===== config.mk =====
export PLATFORM = sky130hd
export DESIGN_NAME = frame_buffer_arbiter_flat
export DESIGN_NICKNAME = d
export VERILOG_FILES = /design/src/rtl/frame_buffer_arbiter_if.sv /design/src/rtl/frame_buffer_arbiter.sv /design/src/flat_wrapper.sv
export SDC_FILE = /design/constraint.sdc
export NUM_CORES = 1
export LEC_CHECK = 0
export ABC_AREA = 1
export CAP_MARGIN = 30
export CORE_ASPECT_RATIO = 1.25
export CORE_MARGIN = 2
export CORE_UTILIZATION = 40
export CTS_CLUSTER_DIAMETER = 200
export DETAILED_ROUTE_END_ITERATION = 8
export GPL_TIMING_DRIVEN = 1
export HOLD_SLACK_MARGIN = 0.03
export PLACE_DENSITY = 0.65
export SYNTH_ARGS = -nofsm -noshare
export SYNTH_HDL_FRONTEND = slang
export SYNTH_SLANG_ARGS = --single-unit

===== constraint.sdc =====
create_clock -name clk -period 11.2 [get_ports clk]
set_input_delay 2.24 -clock clk [delete_from_list [all_inputs] [get_ports clk]]
set_output_delay 2.24 -clock clk [all_outputs]
set_load 0.005 [all_outputs]

===== src/rtl/frame_buffer_arbiter_if.sv =====
// Write/read grant channels between capture/display controllers and the frame buffer arbiter.
// The slave modport is the arbiter side; the master modport is the controller side.
interface frame_buffer_arbiter_if #(
    parameter int NUM_BUFFERS = 3,
    parameter int DROP_W      = 16
);
    localparam int ID_W = $clog2(NUM_BUFFERS);

    logic              wr_req;
    logic              wr_done;
    logic              wr_grant;
    logic [ID_W-1:0]   wr_id;
    logic              rd_req;
    logic              rd_done;
    logic              rd_grant;
    logic [ID_W-1:0]   rd_id;
    logic              rd_fresh;
    logic [DROP_W-1:0] dropped;

    modport slave (
        input  wr_req, wr_done, rd_req, rd_done,
        output wr_grant, wr_id, rd_grant, rd_id, rd_fresh, dropped
    );

    modport master (
        output wr_req, wr_done, rd_req, rd_done,
        input  wr_grant, wr_id, rd_grant, rd_id, rd_fresh, dropped
    );
endinterface


===== src/rtl/frame_buffer_arbiter.sv =====
// N-buffer frame arbiter: writer never blocks (reuses shown buffers or drops stale frames), reader gets newest frame.
// Grants are registered on the edge that samples req; reader waits only when nothing is showable.
module frame_buffer_arbiter #(
    parameter int NUM_BUFFERS = 3,
    parameter int REPEAT_LAST = 1,
    parameter int DROP_W      = 16
) (
    input  logic                  clk,
    input  logic                  reset_n,
    frame_buffer_arbiter_if.slave bus
);
    localparam int ID_W  = $clog2(NUM_BUFFERS);
    localparam int SUM_W = DROP_W + 4;
    localparam logic [SUM_W-1:0] DROP_MAX = {4'b0000, {DROP_W{1'b1}}};

    typedef enum logic [2:0] {B_FREE, B_WRITING, B_READY, B_READING, B_SHOWN} buf_state_t;
    typedef enum logic {W_IDLE, W_OWN} w_state_t;
    typedef enum logic {R_IDLE, R_OWN} r_state_t;

    buf_state_t buf_q [NUM_BUFFERS];
    buf_state_t buf_d [NUM_BUFFERS];
    buf_state_t wview [NUM_BUFFERS];
    w_state_t   w_q, w_d;
    r_state_t   r_q, r_d;

    logic [ID_W-1:0]   last_wr_q, last_wr_d, last_rd_q, last_rd_d;
    logic              last_wr_vld_q, last_wr_vld_d, last_rd_vld_q, last_rd_vld_d;
    logic              wr_grant_q, wr_grant_d, rd_grant_q, rd_grant_d;
    logic [ID_W-1:0]   wr_id_q, wr_id_d, rd_id_q, rd_id_d;
    logic              rd_fresh_q, rd_fresh_d;
    logic [DROP_W-1:0] dropped_q, dropped_d;

    logic              rd_take, wr_take;
    logic [ID_W-1:0]   rd_pick, wr_pick;
    logic              free_hit, shown_hit, ready_hit;
    logic [ID_W-1:0]   free_idx, shown_idx, ready_idx;
    logic [3:0]        drop_inc;
    logic [SUM_W-1:0]  drop_sum;

    always_comb begin
        buf_d         = buf_q;
        wview         = buf_q;
        w_d           = w_q;
        r_d           = r_q;
        last_wr_d     = last_wr_q;
        last_wr_vld_d = last_wr_vld_q;
        last_rd_d     = last_rd_q;
        last_rd_vld_d = last_rd_vld_q;
        wr_grant_d    = 1'b0;
        rd_grant_d    = 1'b0;
        wr_id_d       = wr_id_q;
        rd_id_d       = rd_id_q;
        rd_fresh_d    = rd_fresh_q;
        rd_take       = 1'b0;
        rd_pick       = '0;
        wr_take       = 1'b0;
        wr_pick       = '0;
        free_hit      = 1'b0;
        shown_hit     = 1'b0;
        ready_hit     = 1'b0;
        free_idx      = '0;
        shown_idx     = '0;
        ready_idx     = '0;
        drop_inc      = '0;

        if (w_q == W_OWN && bus.wr_done) begin
            buf_d[wr_id_q] = B_READY;
            last_wr_d      = wr_id_q;
            last_wr_vld_d  = 1'b1;
            w_d            = W_IDLE;
        end
        if (r_q == R_OWN && bus.rd_done) begin
            for (int i = 0; i < NUM_BUFFERS; i++)
                if (buf_q[i] == B_SHOWN && ID_W'(i) != rd_id_q) buf_d[i] = B_FREE;
            buf_d[rd_id_q] = B_SHOWN;
            r_d            = R_IDLE;
        end

        // Reader decides first; its claim and its drops shape what the writer may take.
        if (r_q == R_IDLE && bus.rd_req) begin
            if (last_wr_vld_q && buf_q[last_wr_q] == B_READY) begin
                rd_take    = 1'b1;
                rd_pick    = last_wr_q;
                rd_fresh_d = 1'b1;
                for (int i = 0; i < NUM_BUFFERS; i++) begin
                    if (buf_q[i] == B_READY && ID_W'(i) != last_wr_q) begin
                        buf_d[i] = B_FREE;
                        wview[i] = B_FREE;
                        drop_inc = drop_inc + 4'd1;
                    end
                end
            end else if (REPEAT_LAST != 0 && last_rd_vld_q && buf_q[last_rd_q] == B_SHOWN) begin
                rd_take    = 1'b1;
                rd_pick    = last_rd_q;
                rd_fresh_d = 1'b0;
            end
            if (rd_take) begin
                buf_d[rd_pick] = B_READING;
                wview[rd_pick] = B_READING;
                last_rd_d      = rd_pick;
                last_rd_vld_d  = 1'b1;
                rd_id_d        = rd_pick;
                rd_grant_d     = 1'b1;
                r_d            = R_OWN;
            end
        end

        if (w_q == W_IDLE && bus.wr_req) begin
            // Descending scan so the surviving index in each class is the lowest one.
            for (int i = NUM_BUFFERS - 1; i >= 0; i--) begin
                if (wview[i] == B_FREE) begin
                    free_hit = 1'b1;
                    free_idx = ID_W'(i);
                end
                if (wview[i] == B_SHOWN && !(last_rd_vld_q && ID_W'(i) == last_rd_q)) begin
                    shown_hit = 1'b1;
                    shown_idx = ID_W'(i);
                end
                if (wview[i] == B_READY && !(last_wr_vld_q && ID_W'(i) == last_wr_q)) begin
                    ready_hit = 1'b1;
                    ready_idx = ID_W'(i);
                end
            end
            if (free_hit) begin
                wr_take = 1'b1;
                wr_pick = free_idx;
            end else if (shown_hit) begin
                wr_take = 1'b1;
                wr_pick = shown_idx;
            end else if (ready_hit) begin
                wr_take  = 1'b1;
                wr_pick  = ready_idx;
                drop_inc = drop_inc + 4'd1;
            end else if (last_wr_vld_q && wview[last_wr_q] == B_READY) begin
                wr_take  = 1'b1;
                wr_pick  = last_wr_q;
                drop_inc = drop_inc + 4'd1;
            end
            if (wr_take) begin
                buf_d[wr_pick] = B_WRITING;
                wr_id_d        = wr_pick;
                wr_grant_d     = 1'b1;
                w_d            = W_OWN;
            end
        end

        drop_sum  = SUM_W'(dropped_q) + SUM_W'(drop_inc);
        dropped_d = (drop_sum > DROP_MAX) ? {DROP_W{1'b1}} : drop_sum[DROP_W-1:0];
    end

    always_ff @(posedge clk or negedge reset_n) begin
        if (!reset_n) begin
            for (int i = 0; i < NUM_BUFFERS; i++) buf_q[i] <= B_FREE;
            w_q           <= W_IDLE;
            r_q           <= R_IDLE;
            last_wr_q     <= '0;
            last_wr_vld_q <= 1'b0;
            last_rd_q     <= '0;
            last_rd_vld_q <= 1'b0;
            wr_grant_q    <= 1'b0;
            rd_grant_q    <= 1'b0;
            wr_id_q       <= '0;
            rd_id_q       <= '0;
            rd_fresh_q    <= 1'b0;
            dropped_q     <= '0;
        end else begin
            buf_q         <= buf_d;
            w_q           <= w_d;
            r_q           <= r_d;
            last_wr_q     <= last_wr_d;
            last_wr_vld_q <= last_wr_vld_d;
            last_rd_q     <= last_rd_d;
            last_rd_vld_q <= last_rd_vld_d;
            wr_grant_q    <= wr_grant_d;
            rd_grant_q    <= rd_grant_d;
            wr_id_q       <= wr_id_d;
            rd_id_q       <= rd_id_d;
            rd_fresh_q    <= rd_fresh_d;
            dropped_q     <= dropped_d;
        end
    end

    assign bus.wr_grant = wr_grant_q;
    assign bus.wr_id    = wr_id_q;
    assign bus.rd_grant = rd_grant_q;
    assign bus.rd_id    = rd_id_q;
    assign bus.rd_fresh = rd_fresh_q;
    assign bus.dropped  = dropped_q;
endmodule


===== src/flat_wrapper.sv =====
// flat-port wrapper written by rule: the top's interface ports become plain ports
module frame_buffer_arbiter_flat 
#(
    parameter int NUM_BUFFERS = 3,
    parameter int REPEAT_LAST = 1,
    parameter int DROP_W      = 16
)
  (clk, reset_n, bus_wr_req, bus_wr_done, bus_rd_req, bus_rd_done, bus_wr_grant, bus_wr_id, bus_rd_grant, bus_rd_id, bus_rd_fresh, bus_dropped);
  frame_buffer_arbiter_if #(.NUM_BUFFERS(NUM_BUFFERS), .DROP_W(DROP_W)) bus_i ();
  input  logic clk;
  input  logic reset_n;
  input wire logic [$bits(bus_i.wr_req)-1:0] bus_wr_req;
  input wire logic [$bits(bus_i.wr_done)-1:0] bus_wr_done;
  input wire logic [$bits(bus_i.rd_req)-1:0] bus_rd_req;
  input wire logic [$bits(bus_i.rd_done)-1:0] bus_rd_done;
  output wire logic [$bits(bus_i.wr_grant)-1:0] bus_wr_grant;
  output wire logic [$bits(bus_i.wr_id)-1:0] bus_wr_id;
  output wire logic [$bits(bus_i.rd_grant)-1:0] bus_rd_grant;
  output wire logic [$bits(bus_i.rd_id)-1:0] bus_rd_id;
  output wire logic [$bits(bus_i.rd_fresh)-1:0] bus_rd_fresh;
  output wire logic [$bits(bus_i.dropped)-1:0] bus_dropped;
  assign bus_i.wr_req = bus_wr_req;
  assign bus_i.wr_done = bus_wr_done;
  assign bus_i.rd_req = bus_rd_req;
  assign bus_i.rd_done = bus_rd_done;
  assign bus_wr_grant = bus_i.wr_grant;
  assign bus_wr_id = bus_i.wr_id;
  assign bus_rd_grant = bus_i.rd_grant;
  assign bus_rd_id = bus_i.rd_id;
  assign bus_rd_fresh = bus_i.rd_fresh;
  assign bus_dropped = bus_i.dropped;
  frame_buffer_arbiter #(.NUM_BUFFERS(NUM_BUFFERS), .REPEAT_LAST(REPEAT_LAST), .DROP_W(DROP_W)) u_core (.clk(clk), .reset_n(reset_n), .bus(bus_i));
endmodule

==> run_results.csv <==
group,metric,value,unit
clocking,cts.sink_count,38,
cells_and_area,layout_commonest_cell,"nand2_1",
global_routing,grt.overflow.total,0,
drt,wl_met1,2610,um
timing,drv_slew,0,
floorplan,fp.dieH,93.8,um
drt,dr.first_iter.drc_count,93,
clocking,cts_buffer_depth,2,
drt,wire_per_inst,12.9,um
setup_path,cp_common_cell,"nand2_1",
power,pwr_density_cell,253,nW/um2
setup_path,cpMaxStageDelayCell,"clkdlybuf4s50_1",
drt,drt_pass1_iterations,4,
cells_and_area,fill_cells,644,
logic_synthesis,yosysWarnings,0,
floorplan,initial_core_util,0.416,
timing,rsz0062_at_grt,"no",
drt,via_count,2317,
drt,vias_per_cell,4.91,
timing,worst_slew_pin_slew,0.870,ns
logic_synthesis,ys_seq_area_frac,0.368,
worst_hold_path,hold_class,"reg2reg",
power,ir_worst_vdd,122,uV
logic_synthesis,synthArstFlopShare,1.00,
timing,fin_worst_skew,0.00883,ns
global_routing,grt_use_total,0.189,
clocking,clkLatencyLatePin,0.30,ns
placed_design,io_buffers,28,
drt,routed_wl,6100,um
status,status,"finished clean",
placed_design,routabilityCongestion,0.912,
cells_and_area,antennaDiodeCount,0,
cells_and_area,layout_common_cells,"nand2_1 (92), inv_1 (48), dfrtp_1 (38)",
timing,finalCritPeriodShare,0.571,
clocking,htree_levels,2,
setup_path,critPathArrivalTime,6.61,ns
drt,drc,0,
placed_design,dpl.hpwl,4750,um
clocking,tritoncts,"done",
logic_synthesis,yosys_register_bits,38,
logic_synthesis,synth_cell_types,37,
floorplan,std_cell_rows,32,
floorplan,dieArea,7120,um2
setup_path,cp-end-kind,"flop",
cells_and_area,multi_input_area,1410,um2
global_routing,grt_pass1_vias,2304,
timing,finalHoldViolCount,0,
drt,wl_met3,237,um
floorplan,core,6210,um2
clocking,clk_pin_slew,0.08,ns
logic_synthesis,synth_ff_type,"dfrtp_1",
cells_and_area,syn_to_final_growth,18.7,%
logic_synthesis,synth_edf_count,0,
drt,ant_nets,0,
clocking,cts-root-buf,"clkbuf_8",
global_routing,antenna_found_initial,0,
logic_synthesis,synth_nets,367,
power,p_leak,0.00158,uW
setup_path,startpoint_type,"primary input",
floorplan,ios,29,
timing,fmax,156,MHz
timing,slew_headroom,0.420,
clocking,cts_setup_buffers,0,
flow_run,maxCapViolCount,0,
clocking,cts_hold_buf,0,
cells_and_area,drive_above_1_share,0.132,
drt,dr_wl_met2,3100,um
timing,fin_tns_setup,0,ns
logic_synthesis,syn_area,2580,um2
clocking,postCtsResizedCells,0,
cells_and_area,nNetsFinal,400,
drt,dr.max_layer_used,"met4",
global_routing,grt_pass1_wl,10300,um
placed_design,dp_cells,464,
setup_path,cp_slowest_stage_delay,0.46,ns
setup_path,path_class,"in2reg",
timing,setup_viol,0,
logic_synthesis,syn_inst,353,
setup_path,cp.required,11.41,ns
cells_and_area,final_cells,472,
timing,fin_crit,6.39,ns
cells_and_area,regArea,951,um2
global_routing,grt_max_degree,39,
floorplan,die_w,75.9,um
setup_path,cp_max_fo,14,
logic_synthesis,synth.avg_cell_area,7.32,um2
clocking,cts_buffers,5,
through the flow:
stage	utilization	hold WS, ns	setup WS, ns	area (um2)	power [uW]
2_1_floorplan	-	0.465	5.68	2580	528
3_3_place_gp	0.476	0.469	4.62	2950	653
3_5_place_dp	0.476	0.475	4.45	2950	657
4_1_cts	0.494	0.494	4.78	3060	779
5_1_grt	0.494	0.548	4.20	3060	844
6_report	0.494	0.484	4.81	3060	774
cells in the mapped netlist, drive strengths merged (2+ instances only):
cell | number | share of area
nand2 | 103 | 0.17
a21oi | 11 | 0.026
nand3b | 3 | 0.0087
xnor2 | 3 | 0.010
nor3 | 5 | 0.014
nand3 | 35 | 0.095
o21ai | 17 | 0.033
nor4 | 2 | 0.0048
xor2 | 6 | 0.020
and3 | 2 | 0.0048
ha | 7 | 0.034
buf | 2 | 0.0039
nor2 | 42 | 0.070
a31oi | 3 | 0.0073
inv | 57 | 0.084
or2 | 3 | 0.0073
dfrtp | 38 | 0.37
nand4 | 7 | 0.017
routing by layer:
metal  global-route usage  vias to the layer above
met4               0.0746                        0
li1                     -                     1186
met1                0.229                     1060
met2                0.322                       59
met5                    0                        -
met3               0.0333                       12
sequential cells by signal, summed over array words and instances (netlist names):
signal                flops
u_core.r_q                1
u_core.bus.wr_grant       1
u_core.buf_q              9
u_core.bus.rd_grant       1
u_core.w_q                1
u_core.bus.rd_fresh       1
u_core.last_rd_q          2
u_core.bus.wr_id          2
u_core.last_wr_q          2
u_core.last_rd_vld_q      1
u_core.last_wr_vld_q      1
u_core.bus.dropped       16
cell families after synthesis:
kind of cell               synth area share
AOI/OAI and AO/OA                    0.0809
xor gates and xnor gates             0.0305
adders and majority gates            0.0417
buffers and inverters                0.0877
DFF                                   0.368
other                               0.00145
and+or+nand+nor                       0.390
critical path, delay by kind of cell:
family,cells,cell delay [ns]
and+or+nand+nor,17,2.66
buffers and inverters,4,0.80
adders and majority gates,2,0.54
AOI/OAI and AO/OA,2,0.37
report_power, final:
group	internal, uW	switching, uW
combinational	168	253
sequential	186	49.0
clock	66.5	51.5
total	420	354
path summary, 6_finish.rpt:
path,from,cells after the start,slack [ns],endpoint
max,bus_rd_req,25,4.81,u_core.bus.dropped[14]
min,u_core.bus.rd_fresh,2,0.48,u_core.bus.rd_fresh
max reg2reg,u_core.buf_q[5],25,6.47,u_core.bus.dropped[14]
min reg2reg,u_core.bus.rd_fresh,2,0.48,u_core.bus.rd_fresh
max in group asynchronous,reset_n,1,8.60,u_core.last_wr_q[0]
min in group asynchronous,reset_n,1,2.05,u_core.last_rd_vld_q
layout make-up:
cell class	count	area share
multi-input combinational	256	0.459
sequential	38	0.310
timing repair buffer	28	0.0898
inverter	57	0.0706
tap	85	0.0347
clock buffer	6	0.0237
clock inverter	2	0.0122
Note: power is estimated with default switching activity, not from simulation.
